<file path="src/rtl/uart_tx_fifo_reader.sv">
`timescale 1ns/1ps
`default_nettype none
// ==== uart_tx_fifo_reader : pops words from a TX FIFO, serialises start/data/parity/stop ====
// ==== Rev 1.0                                                                            ====
module uart_tx_fifo_reader #(
  parameter int DATA_SIZE    = 8,
  parameter int CLKS_PER_BIT = 16,
  parameter int PARITY_EN    = 0,
  parameter int PARITY_ODD   = 0,
  parameter int STOP_BITS    = 1
) (
  input  logic                 clk,
  input  logic                 rst_n,
  input  logic                 tx_en,
  input  logic [DATA_SIZE-1:0] fifo_data,
  input  logic                 fifo_empty,
  output logic                 fifo_rd_en,
  output logic                 tx,
  output logic                 busy,
  output logic                 tx_done
);

  localparam int BAUD_W = (CLKS_PER_BIT > 1) ? $clog2(CLKS_PER_BIT) : 1;
  localparam int BIT_W  = $clog2(DATA_SIZE + 1);

  localparam logic [2:0] c_IDLE   = 3'd0;
  localparam logic [2:0] c_FETCH  = 3'd1;
  localparam logic [2:0] c_LOAD   = 3'd2;
  localparam logic [2:0] c_START  = 3'd3;
  localparam logic [2:0] c_DATA   = 3'd4;
  localparam logic [2:0] c_PARITY = 3'd5;
  localparam logic [2:0] c_STOP   = 3'd6;

  localparam logic [BAUD_W-1:0] c_BAUD_LAST = BAUD_W'(CLKS_PER_BIT - 1);
  localparam logic [BIT_W-1:0]  c_DATA_LAST = BIT_W'(DATA_SIZE - 1);
  localparam logic [BIT_W-1:0]  c_STOP_LAST = BIT_W'(STOP_BITS - 1);
  localparam logic              c_ODD       = (PARITY_ODD != 0);

  logic [2:0]           r_state;
  logic                 r_tx;
  logic [DATA_SIZE-1:0] r_shift;
  logic                 r_parity;
  logic [BAUD_W-1:0]    r_baud;
  logic [BIT_W-1:0]     r_bit;

  logic                 w_baud_last;
  logic [BAUD_W-1:0]    w_baud_next;
  logic [DATA_SIZE-1:0] w_shift_next;

  assign w_baud_last  = (r_baud == c_BAUD_LAST);
  assign w_baud_next  = w_baud_last ? '0 : r_baud + BAUD_W'(1);
  assign w_shift_next = r_shift >> 1;

  assign fifo_rd_en = (r_state == c_FETCH);
  assign busy       = (r_state != c_IDLE);
  assign tx_done    = (r_state == c_STOP) && w_baud_last && (r_bit == c_STOP_LAST);
  assign tx         = r_tx;

  // r_tx is loaded with the level of the state being entered, so the line is always flop-driven
  always_ff @(posedge clk or negedge rst_n) begin
    if (!rst_n) begin
      r_state  <= c_IDLE;
      r_tx     <= 1'b1;
      r_shift  <= '0;
      r_parity <= 1'b0;
      r_baud   <= '0;
      r_bit    <= '0;
    end else begin
      case (r_state)
        c_IDLE: begin
          r_tx <= 1'b1;
          if (tx_en && !fifo_empty) r_state <= c_FETCH;
        end
        c_FETCH: r_state <= c_LOAD;
        c_LOAD: begin
          r_shift  <= fifo_data;
          r_parity <= (^fifo_data) ^ c_ODD;
          r_baud   <= '0;
          r_bit    <= '0;
          r_tx     <= 1'b0;
          r_state  <= c_START;
        end
        c_START: begin
          r_baud <= w_baud_next;
          if (w_baud_last) begin
            r_tx    <= r_shift[0];
            r_state <= c_DATA;
          end
        end
        c_DATA: begin
          r_baud <= w_baud_next;
          if (w_baud_last) begin
            r_shift <= w_shift_next;
            if (r_bit == c_DATA_LAST) begin
              r_bit <= '0;
              if (PARITY_EN != 0) begin
                r_tx    <= r_parity;
                r_state <= c_PARITY;
              end else begin
                r_tx    <= 1'b1;
                r_state <= c_STOP;
              end
            end else begin
              r_bit <= r_bit + BIT_W'(1);
              r_tx  <= w_shift_next[0];
            end
          end
        end
        c_PARITY: begin
          r_baud <= w_baud_next;
          if (w_baud_last) begin
            r_tx    <= 1'b1;
            r_state <= c_STOP;
          end
        end
        c_STOP: begin
          r_baud <= w_baud_next;
          // r_bit is reused to count stop bits
          if (w_baud_last) begin
            if (r_bit == c_STOP_LAST) begin
              r_bit   <= '0;
              r_state <= c_IDLE;
            end else begin
              r_bit <= r_bit + BIT_W'(1);
            end
          end
        end
        default: begin
          r_tx    <= 1'b1;
          r_state <= c_IDLE;
        end
      endcase
    end
  end

endmodule
`default_nettype wire

</file>
<file path="config.mk">
export PLATFORM = sky130hd
export DESIGN_NAME = uart_tx_fifo_reader
export DESIGN_NICKNAME = d
export VERILOG_FILES = /design/src/rtl/uart_tx_fifo_reader.sv
export SDC_FILE = /design/constraint.sdc
export NUM_CORES = 1
export LEC_CHECK = 0
export BUFFER_PORTS_ARGS = -buffer_cell sky130_fd_sc_hd__buf_2
export CAP_MARGIN = 5
export CORE_AREA = 4 4 57 54
export DETAILED_ROUTE_END_ITERATION = 6
export DIE_AREA = 0 0 61 58
export PLACE_DENSITY = 0.82
export RECOVER_POWER = 100
export SYNTH_ARGS = -nofsm -noshare
export SYNTH_HDL_FRONTEND = slang
export SYNTH_SLANG_ARGS = --single-unit
</file>
<file path="constraint.sdc">
create_clock -name clk -period 2.1 [get_ports clk]
set_clock_uncertainty 0.05 [all_clocks]
set_input_delay 0.315 -clock clk [delete_from_list [all_inputs] [get_ports clk]]
set_output_delay 0.315 -clock clk [all_outputs]
set_load 0.05 [all_outputs]
</file>
* Word level (Yosys, flattened, before mapping) *
Cells that the tools add are included.

cells by class
  add/sub/neg operators = 2
  equality and inequality tests = 15
  mux-type cells = 22
  bitwise operators = 1
  reductions and logical operators = 16

operators with widths
  cell                   count
  $mux W3                7
  $pmux W3 S7            1
  $mux W4                5
  $pmux W8 S2            1
  $ne A2 B2 Y1 const B   6
  $pmux W4 S3            1
  $eq A3 B3 Y1 const B   3
  $add A4 B1 Y4 const B  2
  $mux W8                1
  $pmux W4 S2            1
  $reduce_and A7 Y1      1
  $eq A3 B2 Y1 const B   2
  $reduce_bool A3 Y1     2
  $pmux W1 S5            1
  $eq A4 B3 Y1 const B   1
  $eq A4 B4 Y1 const B   1
  $logic_not A4 Y1       1
  $mux W1                4
  $reduce_and A4 Y1      1
  $reduce_bool A2 Y1     2
  $reduce_or A4 Y1       1
  $eq A3 B1 Y1 const B   1
  $logic_and A1 B1 Y1    3
  $logic_not A3 Y1       1
  other kinds (6)        6

word-level totals
  register bits after elaboration = 20
  input bits = 12
  word-level logic and storage cells = 61

* Logic depth before layout (Yosys ltp) *
Gate-level depths: netlist of the first run.

  depth after elaboration = 4
  gate-level depth with buffers = 6
  mapped depth without buffers = 6

* Worst setup path after synthesis of the first run *
No wires, ideal clock.

  kind = register to output
  start point = reg r_state[0]
  end point = out fifo_rd_en
  arrival time = 1,954 ps
  required time = 1,735 ps
  slack = -219 ps
  stages on the path, launching flop included = 4
  buffers on the path = 2
  path through = dfrtp_1 > buf_2 > clkbuf_1 > nor3b_1

between the ends
  word-level cells in the longest chain between the ends = 1

RTL lines
  element                 RTL line  text
  start, declared         39        logic [2:0] r_state;
  start signal, assigned  62        r_state <= c_IDLE;
  start signal, assigned  72        if (tx_en && !fifo_empty) r_state <= c_FETCH;
  start signal, assigned  74        c_FETCH: r_state <= c_LOAD;
  $eq A3 B1 Y1            54        assign fifo_rd_en = (r_state == c_FETCH);
  end, declared           17        output logic fifo_rd_en,

No other way between the ends.

* Worst setup path in the final report of the first run *
  start point = reg r_baud[0]
  end point = out tx_done

between the ends
  word-level cells in the longest chain between the ends = 3

RTL lines
  element                            RTL line  text
  start, declared                    43        logic [BAUD_W-1:0] r_baud;
  start signal, assigned             84        r_baud <= w_baud_next;
  start signal, assigned             91        r_baud <= w_baud_next;
  start signal, assigned             110       r_baud <= w_baud_next;
  $eq A4 B4 Y1                       50        assign w_baud_last = (r_baud == c_BAUD_LAST);
  $logic_and A1 B1 Y1 (2 in series)  56        assign tx_done = (r_state == c_STOP) && w_baud_last && (r_bit == c_STOP_LAST);
  end, declared                      20        output logic tx_done

No other way between the ends.

==> metrics.md, run 1 <==
| Metric | Value |
|---|---|
| Slew of the pin with the lowest slew margin | 1082 ps |
| Internal power | 0.4803 mW |
| Placed Area | 1421 um^2 |
| Post-Syn Instances | 144 |
| Power density over the cells | 416.2 nW/um^2 |
| Slew Limit Fails | 0 |
| Initial Util | 53.72% |
| Syn Area/Cell | 9.045 um^2 |
| Setup crit end kind | primary output |
| Clock Path Buffers | 2 |
| Initial antenna violation count | 0 |
| Worst-path clk slew | 110 ps |
| Final RePlAce weighted congestion | 0.8678 |
| DRT iter0 DRCs | 67 |
| Die area | 3538 um^2 |
| Fillers | 229 |
| Global-route wire length before repair | 5092 um |
| CTS buffer count | 3 |
| WL per Instance | 15.71 um |
| Global Route Usage Sum | 19.02% |
| Post-synthesis sequential area ratio | 38.52% |
| Max_slew headroom | 27.88% |
| EDFF count, synth | 0 |
| HPWL after detailed placement | 2061 um |
| Reg2reg path depth | 4 |
| Core area | 2425 um^2 |
| Hold path start | fifo_data[4] |
| Synth top area share | 36.50% |
| Vias | 1171 |
| Site row count | 17 |
| Fin. Hold Viols | 0 |
| Pwr Total | 0.6208 mW |
| Flip-flop and latch count after synthesis | 20 |
| Net load switching power | 0.1404 mW |
| Number of antenna-violating nets in the routed design | 0 |
| Layout net count | 179 |
| Vias per cell | 6.131 |
| Post-synth top flop | dfrtp_1 |
| Logic gate share of total power | 5.0% |
| Synth warn | 0 |
| WP data required | 1740 ps |
| Sw frac | 22.62% |
| Syn-to-layout area delta | 14.51% |
| Lkg Pwr | 0.6897 nW |
| Top-count cell post-synth | dfrtp_1 |
| Period minus WS final | 2008 ps |
| Synth area leader | dfrtp_1 |
| Post-route cell area | 1491 um^2 |
| Synth cell types | 46 |
| Hold Crit Class | in2reg |
| Final WL | 3001 um |
| PortBufs | 15 |
| DR DRC count | 0 |
| Worst Path Class, Setup | reg2out |
| Cell Area, Synth | 1302 um^2 |
| Total I/O pin count | 16 |
| Critical Path Start | r_baud[0]$_DFFE_PN0P_ |
| Die Ht | 58 um |
| Max-cap viol count | 0 |
| WP data arrival | 1640 ps |
| GRT overflow | 0 |
| Clock share of power | 31.1% |
| Post-route clock period utilization | 95.60% |
| Layout cells sized above 1 | 19.63% |
| CP max FO | 2 |
| CTS Root Cell | clkbuf_4 |
| H-tree depth | 1 |
| Flop pwr share | 63.9% |
| Ys async rst share | 100.0% |
| Drt pass-1 iters | 4 |
| Max Fclk | 0.4981 GHz |
| Reg2reg start | r_state[1]$_DFFE_PN0P_ |
| Die width | 61 um |
| Pin count of the biggest net entering global routing | 33 |
| Outcome | finished clean |
| WHS Path Cells | 3 |
| TritonCTS clock tree | built |
| Synth top area cells | dfrtp_1 37%, mux2i_1 6.1%, nand2_1 5.2% |
| Max VDD drop | 0.0004942 V |
| Most frequent cells after synthesis | 19 x dfrtp_1, 18 x nand2_1, 9 x o21ai_1 |
| Vias in the first global route | 1088 |
| Clock sink count | 20 |
| Synth Net Count | 159 |
| Final setup viols | 0 |
| Inserted Diodes | 0 |
| Clk_lat worst skew | 300 ps |
| Crit start category | flop |
## through the flow
stage | std cells | setup TNS, ps | worst slack, ps | hold WS (ps) | util (%)
finish | 191 | 0 | 92.38 | 246.0 | 61.51
global route | 191 | -21.31 | -21.31 | 231.8 | 61.51
CTS | 190 | 0 | 26.18 | 212.4 | 60.84
detailed placement | 183 | 0 | 270.0 | 241.8 | 58.62
global placement | 183 | 0 | 317.6 | 237.8 | 58.62
floorplan | 144 | 0 | 130.2 | -30.59 | -
## final timing paths
path                                          end  slack [ps]
min                        r_shift[4]$_DFFE_PN0P_         250
min in group asynchronous    r_bit[3]$_DFFE_PN0P_         670
max in group asynchronous   r_baud[2]$_DFFE_PN0P_         610
min reg2reg                r_shift[0]$_DFFE_PN0P_         440
max reg2reg                r_shift[5]$_DFFE_PN0P_         280
max                                       tx_done          90
## critical path, cell delays in order, from the launching register on
cell,delay (ps)
dfrtp_1,380
ha_1,180
nand3_2,100
nor4b_4,290
and3_4,220
buf_6,150
## final cells by class
type	count	area, um^2	area share [%]
multi-input combinational	109	745.7	50.00
sequential	20	503.0	33.72
timing repair buffer	25	162.7	10.91
tap	28	35.03	2.349
clock buffer	4	26.28	1.762
inverter	5	18.77	1.258
## registers in the layout, summed over array words and instances (netlist names)
register	count
r_state	3
r_shift	8
tx	1
r_bit	4
r_baud	4
## routing by layer
metal / vias to the layer above / part of all wire, % / track usage, %
met5: - / 0 / 0
met4: 0 / 1.2 / 4.954
met3: 4 / 2.3 / 4.009
met2: 15 / 50 / 29.62
met1: 576 / 47 / 26.69
li1: 576 / - / -
## cell families after synthesis
kind of cell,Yosys count,share of synthesized area (%)
muxes,9,7.013
and+or+nand+nor,53,23.92
AOI/OAI and AO/OA,44,22.09
DFF,20,38.52
buffers and inverters,15,5.571
adders and majority gates,3,2.882
## repair_timing
item / in CTS / in global routing
hold endpoints to repair: 19 / 0
hold buffers: 1 / 0
endpoints found under the setup margin: 1 / 1
cloned: 0 / 0
buffers inserted: 2 / 1
resized for setup: 1 / 4
## cell usage in the layout (no fill, tap or decap), drive strengths merged, types with 3 or more instances in the layout
cell type / instances
a211oi: 3
a21o: 4
a21oi: 7
buf: 18
clkbuf: 10
dfrtp: 19
ha: 3
inv: 5
mux2i: 8
nand2: 18
nand3: 5
nand3b: 3
nor2b: 5
o21ai: 14
o221ai: 3
o22ai: 3
## power by group through the flow
stage / combinational (mW) / clock [mW] / sequential, mW
detailed placement: 0.0319 / 0 / 0.404
global route: 0.0358 / 0.224 / 0.398
floorplan: 0.00840 / 0 / 0.407
finish: 0.0313 / 0.193 / 0.397
global placement: 0.0306 / 0 / 0.404
CTS: 0.0334 / 0.206 / 0.397
No activity file was read; power rests on OpenSTA's default activity.
==> run 2, diff against run 1 <==
--- a/config.mk
+++ b/config.mk
@@ -7,9 +7,9 @@
 export LEC_CHECK = 0
 export BUFFER_PORTS_ARGS = -buffer_cell sky130_fd_sc_hd__buf_2
 export CAP_MARGIN = 5
-export CORE_AREA = 4 4 57 54
+export CORE_AREA = 8 8 61 58
 export DETAILED_ROUTE_END_ITERATION = 6
-export DIE_AREA = 0 0 61 58
+export DIE_AREA = 0 0 69 66
 export PLACE_DENSITY = 0.82
 export RECOVER_POWER = 100
 export SYNTH_ARGS = -nofsm -noshare
==> run 2 against run 1 <==
Worst hold slack lost 37 ps; worst setup slack lost 32 ps; non-clock buffer count grew 2; utilization decreased by 1.6 points; clock power grew 70%; critical path depth unchanged; critical endpoint unchanged; largest cell class unchanged; highest routed layer unchanged.
==> metrics.md, run 2 (synthesis results as in run 1) <==
| Metric | Value |
|---|---|
| Outcome | finished clean (unchanged) |
| Core area | 2567 um^2 (was 2425 um^2) |
| Commonest non-fill, non-tap cells in the layout | 18 x nand2_1, 18 x dfrtp_1, 12 x buf_2 (was 18 x nand2_1, 18 x dfrtp_1, 11 x o21ai_0) |
| Final WL | 3190 um (was 3001 um) |
| Setup crit end kind | primary output (unchanged) |
| Worst Path Class, Setup | reg2out (unchanged) |
| Clock share of power | 43.3% (was 31.1%) |
| Reg with most FFs | r_shift (unchanged) |
| Vias in the first global route | 1198 (was 1088) |
| TritonCTS clock tree | built (unchanged) |
| Syn-to-layout area delta | 18.06% (was 14.51%) |
| Slew Limit Fails | 0 (unchanged) |
| Post-route clock period utilization | 97.11% (was 95.60%) |
| Die Ht | 66 um (was 58 um) |
| Total I/O pin count | 16 (unchanged) |
| WHS Endpoint | r_shift[0]$_DFFE_PN0P_ (was r_shift[4]$_DFFE_PN0P_) |
| Hold Crit Class | in2reg (unchanged) |
| Logic gate share of total power | 4.3% (was 5.0%) |
| Flop pwr share | 52.4% (was 63.9%) |
| Inserted Diodes | 0 (unchanged) |
| WL per Instance | 16.36 um (was 15.71 um) |
| Clk_lat worst skew | 320 ps (was 300 ps) |
| Final RePlAce weighted congestion | 0.7973 (was 0.8678) |
| Lkg Pwr | 0.7112 nW (was 0.6897 nW) |
| Layout net count | 181 (was 179) |
| DRT iter0 DRCs | 46 (was 67) |
| Placed insts | 185 (was 183) |
| Fillers | 241 (was 229) |
| Fin. Hold Viols | 0 (unchanged) |
| Non-Filler Instances | 195 (was 191) |
| Max Fclk | 0.4904 GHz (was 0.4981 GHz) |
| Number of antenna-violating nets in the routed design | 0 (unchanged) |
| Site row count | 18 (was 17) |
| GRT overflow | 0 (unchanged) |
| H-tree depth | 1 (unchanged) |
| WP data required | 1740 ps (about the same) |
| Die width | 69 um (was 61 um) |
| Global-route wire length before repair | 5423 um (was 5092 um) |
| Global Route Usage Sum | 14.23% (was 19.02%) |
| Layout cells sized above 1 | 23.03% (was 19.63%) |
| Clock sink count | 20 (unchanged) |
| WHS Path Cells | 3 (unchanged) |
| Pwr Total | 0.7590 mW (was 0.6208 mW) |
| Reg2reg path depth | 6 (was 4) |
| Pin count of the biggest net entering global routing | 21 (was 33) |
| Sw frac | 20.95% (was 22.62%) |
| Net load switching power | 0.1590 mW (was 0.1404 mW) |
| Final setup TNS | 0 ps (unchanged) |
| Vias | 1202 (was 1171) |
| Slew of the pin with the lowest slew margin | 1111 ps (was 1082 ps) |
| Crit start category | flop (unchanged) |
| Power density over the cells | 493.6 nW/um^2 (was 416.2 nW/um^2) |
| Reg2reg start | r_baud[1]$_DFFE_PN0P_ (was r_state[1]$_DFFE_PN0P_) |
| Max-cap viol count | 0 (unchanged) |
| Reg2reg end | r_shift[6]$_DFFE_PN0P_ (was r_shift[5]$_DFFE_PN0P_) |
| CP max FO | 7 (was 2) |
| Worst-path clk slew | 130 ps (was 110 ps) |
| Final setup viols | 0 (unchanged) |
| Max_slew headroom | 25.93% (was 27.88%) |
| Max VDD drop | 0.0005222 V (was 0.0004942 V) |
| DR DRC count | 0 (unchanged) |
| HPWL after detailed placement | 2223 um (was 2061 um) |
| CTS buffer count | 3 (unchanged) |
| CTS Root Cell | clkbuf_4 (unchanged) |
| WP data arrival | 1670 ps (was 1640 ps) |
| Die area | 4554 um^2 (was 3538 um^2) |
| Slack of the worst reg-to-reg path | 210 ps (was 280 ps) |
| Period minus WS final | 2039 ps (was 2008 ps) |
| Biggest registers after layout | r_shift: 8 flops, r_baud: 4 flops, r_bit: 4 flops (unchanged) |
| PortBufs | 15 (unchanged) |
| Vias per cell | 6.164 (was 6.131) |
| Clock Path Buffers | 2 (unchanged) |
| Initial Util | 50.73% (was 53.72%) |
| Initial antenna violation count | 0 (unchanged) |
| Internal power | 0.6000 mW (was 0.4803 mW) |
| Hold path start | fifo_data[0] (was fifo_data[4]) |
| Max reg flops | 8 (unchanged) |
| Drt pass-1 iters | 4 (unchanged) |
run 2: changes by cell type in the layout (fill, tap and decap cells not counted), moves of 2 or more:
cell | previous run | this run
o21ai_1 | 3 | 9
o21ai_0 | 11 | 5
ha_2 | 0 | 2
clkbuf_2 | 3 | 0
ha_1 | 3 | 1
clkbuf_1 | 4 | 2
buf_2 | 10 | 12
buf_4 | 6 | 11
run 2: worst max path at each step:
stage                                startpoint                endpoint  slack [ps]  cells past startpoint
after floorplan           r_baud[0]$_DFFE_PN0P_                 tx_done         130                      4
after global placement    r_baud[0]$_DFFE_PN0P_                 tx_done         240                      5
after detailed placement  r_baud[0]$_DFFE_PN0P_  r_shift[5]$_DFFE_PN0P_         160                      5
after CTS                 r_baud[1]$_DFFE_PN0P_                 tx_done          20                      5
after global routing      r_baud[1]$_DFFE_PN0P_                 tx_done         -20                      5
final                     r_baud[1]$_DFFE_PN0P_                 tx_done          60                      5
run 2: stage by stage:
| stage | util [%] | setup WS, ps | hold slack, ps | instance area [um^2] |
|---|---|---|---|---|
| after detailed placement | 54.97 | 164.5 | 237.2 | 1411 |
| after global routing | 59.89 | -21.82 | 234.0 | 1538 |
| after global placement | 54.97 | 241.2 | 232.2 | 1411 |
| final | 59.89 | 60.69 | 209.4 | 1538 |
| after CTS | 58.14 | 20.05 | 204.7 | 1493 |
| after floorplan | - | 130.2 | -30.59 | 1308 |
run 2: power groups by stage:
stage	clock network (mW)	logic [mW]	registers (mW)
3_5_place_dp	0	0.0322	0.405
2_1_floorplan	0	0.00840	0.407
3_3_place_gp	0	0.0306	0.404
6_report	0.329	0.0328	0.398
5_1_grt	0.348	0.0366	0.398
4_1_cts	0.330	0.0336	0.397
run 2: area by class of cell:
cell class / instances / area [um^2] / area share, %
clock buffers: 3 / 22.52 / 1.465
clock inverters: 1 / 30.03 / 1.953
inverters: 5 / 18.77 / 1.221
multi-input cells: 109 / 754.5 / 49.06
flip-flops and latches: 20 / 503.0 / 32.71
well taps: 30 / 37.54 / 2.441
repair buffers: 27 / 171.4 / 11.15
run 2: timing repair:
item                                    4_1_cts  5_1_grt
pin swaps                                     0        2
hold endpoints to repair                     19        0
hold buffers                                  1        0
gates resized for setup                       2        5
buffers inserted                              2        3
endpoints found under the setup margin        1        1
run 2: critical path: stages (launching register included):
cell and delay (ps):
dfrtp_1 400, ha_2 230, nand3_4 120, nor4b_4 250
and3_1 200, buf_6 160
run 2: layer usage:
metal	vias up	global-route usage [%]	share of wire [%]
met5	-	0	0
met4	0	4.859	1.3
met3	6	4.204	4.0
met2	29	26.12	52
met1	588	15.36	42
li1	579	-	-
==> run 3, diff against run 2 <==
--- a/config.mk
+++ b/config.mk
@@ -5,12 +5,12 @@
 export SDC_FILE = /design/constraint.sdc
 export NUM_CORES = 1
 export LEC_CHECK = 0
-export BUFFER_PORTS_ARGS = -buffer_cell sky130_fd_sc_hd__buf_2
 export CAP_MARGIN = 5
 export CORE_AREA = 8 8 61 58
 export DETAILED_ROUTE_END_ITERATION = 6
 export DIE_AREA = 0 0 69 66
-export PLACE_DENSITY = 0.82
+export DONT_BUFFER_PORTS = 1
+export PLACE_DENSITY = 0.76
 export RECOVER_POWER = 100
 export SYNTH_ARGS = -nofsm -noshare
 export SYNTH_HDL_FRONTEND = slang
==> run 3 against run 2 <==
Utilization down 3.1 points; register-to-register slack gained 130 ps; via count down 6.0%; cell area fell by 5.1%; worst setup slack better by 29 ps; critical path type unchanged; critical endpoint unchanged.
==> metrics.md, run 3 (synthesis results as in run 1) <==
| Metric | Value |
|---|---|
| Crit start category | flop (unchanged) |
| Reg with most FFs | r_shift (unchanged) |
| Worst Path Class, Setup | reg2out (unchanged) |
| Vias | 1130 (was 1202) |
| Core area | 2567 um^2 (unchanged) |
| Commonest non-fill, non-tap cells in the layout | 18 x nand2_1, 17 x dfrtp_1, 12 x o21ai_0 (was 18 x nand2_1, 18 x dfrtp_1, 12 x buf_2) |
| Pre-CTS WS | 169.2 ps (was 164.5 ps) |
| Clk_lat worst skew | 300 ps (was 320 ps) |
| PnR worst setup slack | 89.74 ps (was 60.69 ps) |
| Global-route wire length before repair | 4961 um (was 5423 um) |
| Die width | 69 um (unchanged) |
| CTS buffer count | 3 (unchanged) |
| Vias in the first global route | 1054 (was 1198) |
| Worst-path clk slew | 120 ps (was 130 ps) |
| Final setup TNS | 0 ps (unchanged) |
| Syn-to-layout area delta | 12.01% (was 18.06%) |
| Clock sink count | 20 (unchanged) |
| Layout net count | 168 (was 181) |
| TritonCTS clock tree | built (unchanged) |
| Inserted Diodes | 0 (unchanged) |
| DR DRC count | 0 (unchanged) |
| Clock Path Buffers | 2 (unchanged) |
| Non-Filler Instances | 182 (was 195) |
| DRT iter0 DRCs | 100 (was 46) |
| Max Fclk | 0.4974 GHz (was 0.4904 GHz) |
| Max VDD drop | 0.0004784 V (was 0.0005222 V) |
| Post-layout util | 56.82% (was 59.89%) |
| Initial antenna violation count | 0 (unchanged) |
| Pin count of the biggest net entering global routing | 21 (unchanged) |
| Layout cells sized above 1 | 15.79% (was 23.03%) |
| Final WL | 2910 um (was 3190 um) |
| Power density over the cells | 419.1 nW/um^2 (was 493.6 nW/um^2) |
| Post-route clock period utilization | 95.73% (was 97.11%) |
| Placed Area | 1364 um^2 (was 1411 um^2) |
| WL per Instance | 15.99 um (was 16.36 um) |
| WP data arrival | 1650 ps (was 1670 ps) |
| Final RePlAce weighted congestion | 0.8197 (was 0.7973) |
| CTS Root Cell | clkbuf_4 (unchanged) |
| Max_slew headroom | 41.43% (was 25.93%) |
| Number of antenna-violating nets in the routed design | 0 (unchanged) |
| Commonest non-fill, non-tap cell in the layout | nand2_1 |
| Fillers | 233 (was 241) |
| Hold Crit Class | in2reg (unchanged) |
| Global Route Usage Sum | 12.85% (was 14.23%) |
| Initial Util | 50.73% (unchanged) |
| CP max FO | 5 (was 7) |
| Slew Limit Fails | 0 (unchanged) |
| Period minus WS final | 2010 ps (was 2039 ps) |
| Die Ht | 66 um (unchanged) |
| Vias per cell | 6.209 (was 6.164) |
| Final setup viols | 0 (unchanged) |
| Die area | 4554 um^2 (unchanged) |
| Total I/O pin count | 16 (unchanged) |
| Setup crit end kind | primary output (unchanged) |
| HPWL after detailed placement | 2011 um (was 2223 um) |
| Lkg Pwr | 0.6492 nW (was 0.7112 nW) |
| Site row count | 18 (unchanged) |
| PortBufs | 0 (was 15) |
| Placed insts | 172 (was 185) |
| Max-cap viol count | 0 (unchanged) |
| Max reg flops | 8 (unchanged) |
| Drt pass-1 iters | 5 (was 4) |
| WP data required | 1740 ps (about the same) |
| GRT overflow | 0 (unchanged) |
| Slew of the pin with the lowest slew margin | 875.6 ps (was 1111 ps) |
| Outcome | finished clean (unchanged) |
| Post-route cell area | 1459 um^2 (was 1538 um^2) |
| Biggest registers after layout | r_shift: 8 flops, r_baud: 4 flops, r_bit: 4 flops (unchanged) |
| H-tree depth | 1 (unchanged) |
| Fin. Hold Viols | 0 (unchanged) |
## run 3: area by class of cell
type | instances | area [um^2] | share of cell area (%)
inverter | 5 | 18.77 | 1.286
tap | 30 | 37.54 | 2.573
multi-input combinational | 109 | 758.2 | 51.97
timing repair buffer | 14 | 113.9 | 7.804
clock buffer | 4 | 26.28 | 1.801
sequential | 20 | 504.2 | 34.56
## run 3: metal layers
| metal | track usage (%) | routed length [um] |
|---|---|---|
| met1 | 16.32 | 1421 |
| met2 | 20.14 | 1317 |
| met3 | 4.505 | 156 |
| met4 | 3.581 | 15 |
| met5 | 0 | 0 |
## run 3: worst max-delay path, stage by stage (launching register included)
cell,delay [ps]
dfrtp_2,450
inv_1,70
ha_1,210
nor4b_4,250
and3_4,240
buf_12,130
## run 3: power by group
group          switching, mW  internal (mW)
sequential           0.00819          0.392
combinational         0.0101        0.00665
clock                  0.120         0.0741
## run 3: worst paths after layout
kind | from | to | slack, ps | cells after the start
setup / recovery | r_bit[0]$_DFFE_PN0P_ | tx_done | 90 | 5
hold / removal | fifo_data[4] | r_shift[4]$_DFFE_PN0P_ | 150 | 2
min in group asynchronous | rst_n | r_shift[3]$_DFFE_PN0P_ | 510 | 1
setup reg to reg | r_state[1]$_DFFE_PN0P_ | r_state[1]$_DFFE_PN0P_ | 340 | 5
hold reg to reg | r_shift[6]$_DFFE_PN0P_ | r_shift[6]$_DFFE_PN0P_ | 450 | 2
max in group asynchronous | rst_n | r_bit[0]$_DFFE_PN0P_ | 890 | 1
## run 3: per-stage QoR
step                      power, mW  hold slack, ps
after detailed placement     0.4177          -30.00
after global placement       0.4169          -29.98
after floorplan              0.4151          -30.59
after global routing         0.6406           148.3
after CTS                    0.6235           128.7
final                        0.6114           149.7
## run 3: timing repair
action,CTS,global route
hold buffers,1,0
setup buffers,2,3
endpoints found under the setup margin,1,1
hold endpoints to repair,20,0
pin swaps,0,3
gates cloned,0,0
gates resized for setup,2,4
